--- config.mk ---
export PLATFORM = sky130hd
export DESIGN_NAME = if_prefetch_queue_flat
export DESIGN_NICKNAME = d
export VERILOG_FILES = /design/src/rtl/if_prefetch_queue_if.sv /design/src/rtl/if_prefetch_queue.sv /design/src/flat_wrapper.sv
export SDC_FILE = /design/constraint.sdc
export NUM_CORES = 1
export LEC_CHECK = 0
export ABC_AREA = 1
export ABC_CLOCK_PERIOD_IN_PS = 30800
export CAP_MARGIN = 20
export CORE_ASPECT_RATIO = 0.6
export CORE_UTILIZATION = 55
export CTS_CLUSTER_SIZE = 20
export DETAILED_ROUTE_END_ITERATION = 7
export GPL_TIMING_DRIVEN = 0
export PLACE_DENSITY = 0.81
export SETUP_SLACK_MARGIN = 0.15
export SYNTH_ARGS = -nofsm -noshare
export SYNTH_HDL_FRONTEND = slang
export SYNTH_SLANG_ARGS = --single-unit
--- constraint.sdc ---
create_clock -name clk -period 30.8 [get_ports clk]
set_input_delay 9.24 -clock clk [delete_from_list [all_inputs] [get_ports clk]]
set_output_delay 9.24 -clock clk [all_outputs]
set_load 0.02 [all_outputs]
--- src/rtl/if_prefetch_queue_if.sv ---
// Instruction-fetch side of the sram-like bus: read-only requests,
// in-order data return.
interface if_prefetch_queue_if;
   logic        req;
   logic        wr;
   logic [1:0]  size;
   logic [31:0] addr;
   logic [3:0]  wstrb;
   logic [31:0] wdata;
   logic        addr_ok;
   logic        data_ok;
   logic [31:0] rdata;

   modport master (
      output req, wr, size, addr, wstrb, wdata,
      input  addr_ok, data_ok, rdata
   );

   modport slave (
      input  req, wr, size, addr, wstrb, wdata,
      output addr_ok, data_ok, rdata
   );
endinterface

--- src/rtl/if_prefetch_queue.sv ---
// Prefetching IF stage: several reads in flight, returned words buffered in a
// small FIFO toward ID, prioritised redirects with stale-response discard.
module if_prefetch_queue #(
   parameter int          QDEPTH          = 4,
   parameter int          MAX_OUTSTANDING = 2,
   parameter int          NUM_REDIRECT    = 6,
   parameter logic [31:0] RESET_PC        = 32'h1c000000
) (
   input  logic                       clk,
   input  logic                       rst,
   input  logic [NUM_REDIRECT-1:0]    redirect_valid,
   input  logic [32*NUM_REDIRECT-1:0] redirect_target,
   if_prefetch_queue_if.master        bus,
   input  logic [5:0]                 mmu_ecode_i,
   input  logic [8:0]                 mmu_esubcode_i,
   output logic                       out_valid,
   input  logic                       out_ready,
   output logic [31:0]                PC_out,
   output logic [31:0]                inst_out,
   output logic                       has_exception_out,
   output logic [5:0]                 ecode_out,
   output logic [8:0]                 esubcode_out,
   output logic [31:0]                exception_maddr_out,
   output logic [$clog2(QDEPTH):0]    queue_count
);
   localparam int QW = $clog2(QDEPTH);
   localparam int CW = QW + 1;
   localparam int OW = $clog2(MAX_OUTSTANDING + 1);
   localparam int PW = (MAX_OUTSTANDING > 1) ? $clog2(MAX_OUTSTANDING) : 1;
   localparam logic [5:0] ECODE_ADEF = 6'h08;

   typedef struct packed {
      logic [31:0] pc;
      logic [31:0] inst;
      logic        exc;
      logic [5:0]  ecode;
      logic [8:0]  esub;
      logic [31:0] maddr;
   } entry_t;

   localparam entry_t ENTRY_NONE = '{pc: 32'h0, inst: 32'h0, exc: 1'b0,
                                     ecode: 6'h00, esub: 9'h000, maddr: 32'h0};

   logic [31:0]   fetch_pc_q, fetch_pc_d;
   logic          halted_q, halted_d;
   logic [OW-1:0] outst_q, outst_d;
   logic [OW-1:0] disc_q, disc_d;
   logic [QW-1:0] wptr_q, wptr_d, rptr_q, rptr_d;
   logic [CW-1:0] count_q, count_d;
   logic [PW-1:0] pwr_q, pwr_d, prd_q, prd_d;
   logic [31:0]   pend_q [MAX_OUTSTANDING];
   entry_t        fifo_q [QDEPTH];

   logic          redir_any_s;
   logic [31:0]   redir_tgt_s;
   logic          adef_s, fetch_exc_s, space_s, req_s, accept_s;
   logic          data_push_s, exc_push_s, push_s, pop_s;
   entry_t        push_entry_s, head_s;

   function automatic logic [PW-1:0] pend_inc(input logic [PW-1:0] p);
      return (p == PW'(MAX_OUTSTANDING - 1)) ? {PW{1'b0}} : p + PW'(1);
   endfunction

   // Lowest-numbered valid channel wins: scan from the top so it is written last.
   always_comb begin
      redir_tgt_s = 32'h0;
      for (int i = NUM_REDIRECT - 1; i >= 0; i--) begin
         redir_tgt_s = redirect_valid[i] ? redirect_target[32*i +: 32] : redir_tgt_s;
      end
   end

   assign redir_any_s = |redirect_valid;
   assign adef_s      = fetch_pc_q[1:0] != 2'b00;
   assign fetch_exc_s = adef_s | (mmu_ecode_i != 6'h00);
   // In-flight requests reserve FIFO slots so a response can never overflow it.
   assign space_s     = (32'(count_q) + 32'(outst_q)) < 32'(QDEPTH);
   assign req_s       = ~halted_q & ~fetch_exc_s & ~redir_any_s & space_s
                        & (32'(outst_q) < 32'(MAX_OUTSTANDING));
   assign accept_s    = req_s & bus.addr_ok;
   assign data_push_s = bus.data_ok & ~redir_any_s & (disc_q == {OW{1'b0}});
   assign exc_push_s  = fetch_exc_s & ~halted_q & (outst_q == {OW{1'b0}}) & space_s
                        & ~redir_any_s & ~bus.data_ok;
   assign push_s      = data_push_s | exc_push_s;
   assign pop_s       = (count_q != {CW{1'b0}}) & out_ready & ~redir_any_s;

   always_comb begin
      push_entry_s = ENTRY_NONE;
      if (exc_push_s) begin
         push_entry_s.pc  = fetch_pc_q;
         push_entry_s.exc = 1'b1;
         if (adef_s) begin
            push_entry_s.ecode = ECODE_ADEF;
            push_entry_s.esub  = 9'h000;
            push_entry_s.maddr = fetch_pc_q;
         end else begin
            push_entry_s.ecode = mmu_ecode_i;
            push_entry_s.esub  = mmu_esubcode_i;
            push_entry_s.maddr = {fetch_pc_q[31:2], 2'b00};
         end
      end else begin
         push_entry_s.pc   = pend_q[prd_q];
         push_entry_s.inst = bus.rdata;
      end
   end

   always_comb begin
      fetch_pc_d = fetch_pc_q;
      halted_d   = halted_q;
      outst_d    = outst_q + OW'(accept_s) - OW'(bus.data_ok);
      disc_d     = disc_q;
      wptr_d     = wptr_q;
      rptr_d     = rptr_q;
      count_d    = count_q;
      pwr_d      = accept_s ? pend_inc(pwr_q) : pwr_q;
      prd_d      = bus.data_ok ? pend_inc(prd_q) : prd_q;
      if (redir_any_s) begin
         // Every response still in flight is stale, including ones already marked.
         fetch_pc_d = redir_tgt_s;
         halted_d   = 1'b0;
         disc_d     = outst_q - OW'(bus.data_ok);
         wptr_d     = {QW{1'b0}};
         rptr_d     = {QW{1'b0}};
         count_d    = {CW{1'b0}};
      end else begin
         if (accept_s) begin
            fetch_pc_d = fetch_pc_q + 32'd4;
         end else begin
            fetch_pc_d = fetch_pc_q;
         end
         if (exc_push_s) begin
            halted_d = 1'b1;
         end else begin
            halted_d = halted_q;
         end
         if (bus.data_ok && (disc_q != {OW{1'b0}})) begin
            disc_d = disc_q - OW'(1);
         end else begin
            disc_d = disc_q;
         end
         wptr_d  = wptr_q + QW'(push_s);
         rptr_d  = rptr_q + QW'(pop_s);
         count_d = count_q + CW'(push_s) - CW'(pop_s);
      end
   end

   always_ff @(posedge clk or posedge rst) begin
      if (rst) begin
         fetch_pc_q <= RESET_PC;
         halted_q   <= 1'b0;
         outst_q    <= {OW{1'b0}};
         disc_q     <= {OW{1'b0}};
         wptr_q     <= {QW{1'b0}};
         rptr_q     <= {QW{1'b0}};
         count_q    <= {CW{1'b0}};
         pwr_q      <= {PW{1'b0}};
         prd_q      <= {PW{1'b0}};
      end else begin
         fetch_pc_q <= fetch_pc_d;
         halted_q   <= halted_d;
         outst_q    <= outst_d;
         disc_q     <= disc_d;
         wptr_q     <= wptr_d;
         rptr_q     <= rptr_d;
         count_q    <= count_d;
         pwr_q      <= pwr_d;
         prd_q      <= prd_d;
      end
   end

   always_ff @(posedge clk or posedge rst) begin
      if (rst) begin
         for (int i = 0; i < MAX_OUTSTANDING; i++) pend_q[i] <= 32'h0;
         for (int i = 0; i < QDEPTH; i++) fifo_q[i] <= ENTRY_NONE;
      end else begin
         if (accept_s) pend_q[pwr_q] <= fetch_pc_q;
         if (push_s) fifo_q[wptr_q] <= push_entry_s;
      end
   end

   assign head_s = fifo_q[rptr_q];

   always_comb begin
      if (count_q != {CW{1'b0}}) begin
         PC_out              = head_s.pc;
         inst_out            = head_s.inst;
         has_exception_out   = head_s.exc;
         ecode_out           = head_s.ecode;
         esubcode_out        = head_s.esub;
         exception_maddr_out = head_s.maddr;
      end else begin
         PC_out              = 32'h0;
         inst_out            = 32'h0;
         has_exception_out   = 1'b0;
         ecode_out           = 6'h00;
         esubcode_out        = 9'h000;
         exception_maddr_out = 32'h0;
      end
   end

   assign out_valid   = count_q != {CW{1'b0}};
   assign queue_count = count_q;

   assign bus.req   = req_s;
   assign bus.wr    = 1'b0;
   assign bus.size  = 2'b10;
   assign bus.addr  = {fetch_pc_q[31:2], 2'b00};
   assign bus.wstrb = 4'h0;
   assign bus.wdata = 32'h0;
endmodule

--- src/flat_wrapper.sv ---
// flat-port wrapper written by rule: the top's interface ports become plain ports
module if_prefetch_queue_flat 
#(
   parameter int          QDEPTH          = 4,
   parameter int          MAX_OUTSTANDING = 2,
   parameter int          NUM_REDIRECT    = 6,
   parameter logic [31:0] RESET_PC        = 32'h1c000000
)
  (clk, rst, redirect_valid, redirect_target, mmu_ecode_i, mmu_esubcode_i, out_valid, out_ready, PC_out, inst_out, has_exception_out, ecode_out, esubcode_out, exception_maddr_out, queue_count, bus_req, bus_wr, bus_size, bus_addr, bus_wstrb, bus_wdata, bus_addr_ok, bus_data_ok, bus_rdata);
  if_prefetch_queue_if bus_i ();
  input  logic clk;
  input  logic rst;
  input  logic [NUM_REDIRECT-1:0] redirect_valid;
  input  logic [32*NUM_REDIRECT-1:0] redirect_target;
  input  logic [5:0] mmu_ecode_i;
  input  logic [8:0] mmu_esubcode_i;
  output logic out_valid;
  input  logic out_ready;
  output logic [31:0] PC_out;
  output logic [31:0] inst_out;
  output logic has_exception_out;
  output logic [5:0] ecode_out;
  output logic [8:0] esubcode_out;
  output logic [31:0] exception_maddr_out;
  output logic [$clog2(QDEPTH):0] queue_count;
  output wire logic [$bits(bus_i.req)-1:0] bus_req;
  output wire logic [$bits(bus_i.wr)-1:0] bus_wr;
  output wire logic [$bits(bus_i.size)-1:0] bus_size;
  output wire logic [$bits(bus_i.addr)-1:0] bus_addr;
  output wire logic [$bits(bus_i.wstrb)-1:0] bus_wstrb;
  output wire logic [$bits(bus_i.wdata)-1:0] bus_wdata;
  input wire logic [$bits(bus_i.addr_ok)-1:0] bus_addr_ok;
  input wire logic [$bits(bus_i.data_ok)-1:0] bus_data_ok;
  input wire logic [$bits(bus_i.rdata)-1:0] bus_rdata;
  assign bus_req = bus_i.req;
  assign bus_wr = bus_i.wr;
  assign bus_size = bus_i.size;
  assign bus_addr = bus_i.addr;
  assign bus_wstrb = bus_i.wstrb;
  assign bus_wdata = bus_i.wdata;
  assign bus_i.addr_ok = bus_addr_ok;
  assign bus_i.data_ok = bus_data_ok;
  assign bus_i.rdata = bus_rdata;
  if_prefetch_queue #(.QDEPTH(QDEPTH), .MAX_OUTSTANDING(MAX_OUTSTANDING), .NUM_REDIRECT(NUM_REDIRECT), .RESET_PC(RESET_PC)) u_core (.clk(clk), .rst(rst), .redirect_valid(redirect_valid), .redirect_target(redirect_target), .bus(bus_i), .mmu_ecode_i(mmu_ecode_i), .mmu_esubcode_i(mmu_esubcode_i), .out_valid(out_valid), .out_ready(out_ready), .PC_out(PC_out), .inst_out(inst_out), .has_exception_out(has_exception_out), .ecode_out(ecode_out), .esubcode_out(esubcode_out), .exception_maddr_out(exception_maddr_out), .queue_count(queue_count));
endmodule
==> run summary <==
number of nets with antenna violations after routing: 0
Slew Limit Headroom: 27.1%
clock sinks: 558
Root Buffer: clkbuf_16
H-tree depth: 2
post-CTS setup buffer count: 0
post-layout min period: 20.58 ns
GRT Util Overall: 39.0%
Post-DP Area: 33200 sq um
Die Wd: 294 um
Initial Util: 56.4%
Design Power: 0.00162 W
Routed WL per cell: 20.6 um
port buffer count: 394
Final GP Congestion: 1.02
crit path max fanout: 10
Final Hold Vio Count: 0
commonest non-fill, non-tap cell in the layout: nand2_1
Synthesis Warnings: 0
Design Area, Final: 34900 sq um
# hold bufs at CTS: 0
Mean Syn Cell Area: 7.61 sq um
largest net degree at the start of global routing: 131
vias per cell: 5.86
Clock Skews: 0.0189 ns
CP Launch Type: primary input
Power Dens Cells: 46.5 nW/um^2
die extent in y: 177 um
# diodes: 0
iteration count of the initial detailed-routing pass: 6
vias in the first global route: 26.7k
final hold slack: 0.481 ns
Post-Syn Instances: 3703
RSZ-0062 raised after global routing: false
outcome: completed
most frequent cells in the layout: nand2_1 (975), dfrtp_1 (555), nor2_1 (546)
DRT iter0 DRCs: 4104
initial antenna violation count: 1
flops & latches, synth: 558
Core Area: 50000 sq um
WP data required: 21.56 ns
min-delay src: u_core.fifo_q[79]
internal reg-to-reg setup slack: 27.50 ns
Post-Synthesis Cell Area: 28200 sq um
measured slew at the worst slew-check pin: 1.09 ns
DPL Wire Length: 75800 um
area grow syn2layout: 23.8%
Leak: 15.2 nW
Synth cell types: 36
TritonCTS clock tree: yes
post-cts sizing count: 0
I/O Pins: 438
CTS buffer count: 49
share of cells above drive strength 1: 6.91%
CTS Buffer Depth: 3
peak supply drop: 0.0414 mV
Final period util: 66.8%
first-pass GRT wire length: 156000 um
Slew Limit Fails: 0
fillers: 4108
Arrival @ worst endpoint: 11.34 ns
Worst R2R End: u_core.queue_count[2]
R2R Path Start: u_core.queue_count[1]
Reg2Reg Depth: 14
grt ovf: 0
Clock transition at path regs: 0.07 ns
HP Class: reg2reg
WHS Endpoint: u_core.fifo_q[79]
DRC Markers: 0
WS Path Type: in2out
Die Footprint: 52100 sq um
clock latency on the worst-skew pair: 0.59 ns
Setup violations, final: 0
share of the yosys chip area belonging to registers: 49.6%
# rows: 63
DR vias: 28.8k
Fmax: 48.6 MHz
MaxCap Viol Count: 0
final net count: 4452
wirelength, routed: 101000 um
worst hold stages: 2
Worst Setup End Kind: output port
[routing by layer]
| metal | GRT usage, % | vias to the layer above | wire (um) |
|---|---|---|---|
| met2 | 52.4 | 1878 | 40000 |
| li1 | - | 12961 | - |
| met3 | 13.7 | 203 | 14900 |
| met4 | 9.90 | 2 | 2800 |
| met1 | 59.0 | 13745 | 43400 |
| met5 | 0 | - | 11 |
[synth_stat cells (all sizes together)]
cell / n / area, sq um
a21o: 1 / 7.51
a21oi: 155 / 776
a31oi: 35 / 219
and2: 1 / 6.26
buf: 158 / 1010
clkbuf: 173 / 649
conb: 2 / 7.51
dfrtp: 555 / 13900
dfstp: 3 / 78.8
fa: 1 / 20.0
ha: 9 / 113
inv: 126 / 473
mux2: 29 / 327
nand2: 976 / 3670
nand3: 89 / 450
nand4: 6 / 43.8
nor2: 554 / 2140
o211ai: 27 / 203
o21ai: 775 / 3880
o21bai: 1 / 7.51
o22ai: 2 / 12.5
or2: 13 / 81.3
xnor2: 2 / 17.5
xor2: 10 / 87.6
[flip-flops by register name (all words and copies together), names as in the netlist]
register            cells
u_core.pwr_q            1
u_core.prd_q            1
u_core.halted_q         1
u_core.wptr_q           2
u_core.rptr_q           2
u_core.queue_count      3
u_core.fifo_q         448
u_core.disc_q           2
u_core.pend_q          64
u_core.fetch_pc_q      32
u_core.outst_q          2
[metrics by stage]
step	worst slack (ns)	utilization, %	instances	setup TNS (ns)
4_1_cts	10.30	69.8	4910	0
2_1_floorplan	5.96	-	3742	0
3_5_place_dp	10.30	66.5	4823	0
3_3_place_gp	-0.334	66.3	4818	-137.68
5_1_grt	10.19	69.8	4910	0
6_report	10.22	69.8	4910	0
[critical path: stages]
cell	delay [ns]
clkdlybuf4s50_1	0.65
nor2_1	0.28
nand3_1	0.14
buf_4	0.22
nor2_2	0.16
clkdlybuf4s50_1	0.65
[logic make-up after synthesis]
kind of cell    synth area share (%)
compound gates                  18.1
other cells                   0.0267
mux                             1.16
flops                           49.6
simple gates                    22.7
buf+inv                         7.57
xor+xnor                       0.373
fa+ha+maj                      0.471
[area by class of cell]
type	count	area, sq um	area share (%)
buffer	331	1660	4.76
clock buffer	69	1450	4.17
clock inverter	18	178	0.509
inverter	126	480	1.38
multi-input combinational	2727	12200	35.0
sequential	558	14000	40.1
tap	682	853	2.45
timing repair buffer	399	4070	11.7
[worst max-delay path by stage]
stage                 startpoint                  to  slack (ns)
2_1_floorplan                rst    u_core.disc_q[0]        5.96
3_3_place_gp                 rst  u_core.fifo_q[276]       -0.33
3_5_place_dp   redirect_valid[0]             bus_req       10.30
4_1_cts        redirect_valid[0]             bus_req       10.30
5_1_grt        redirect_valid[2]             bus_req       10.19
6_report       redirect_valid[2]             bus_req       10.22
[power breakdown]
| group | internal (W) | total [W] | switching (W) |
|---|---|---|---|
| logic | 0.0000852 | 0.000210 | 0.000125 |
| registers | 0.000752 | 0.000771 | 0.0000190 |
| clock network | 0.000355 | 0.000640 | 0.000286 |
(Power assumes the default switching activity.)
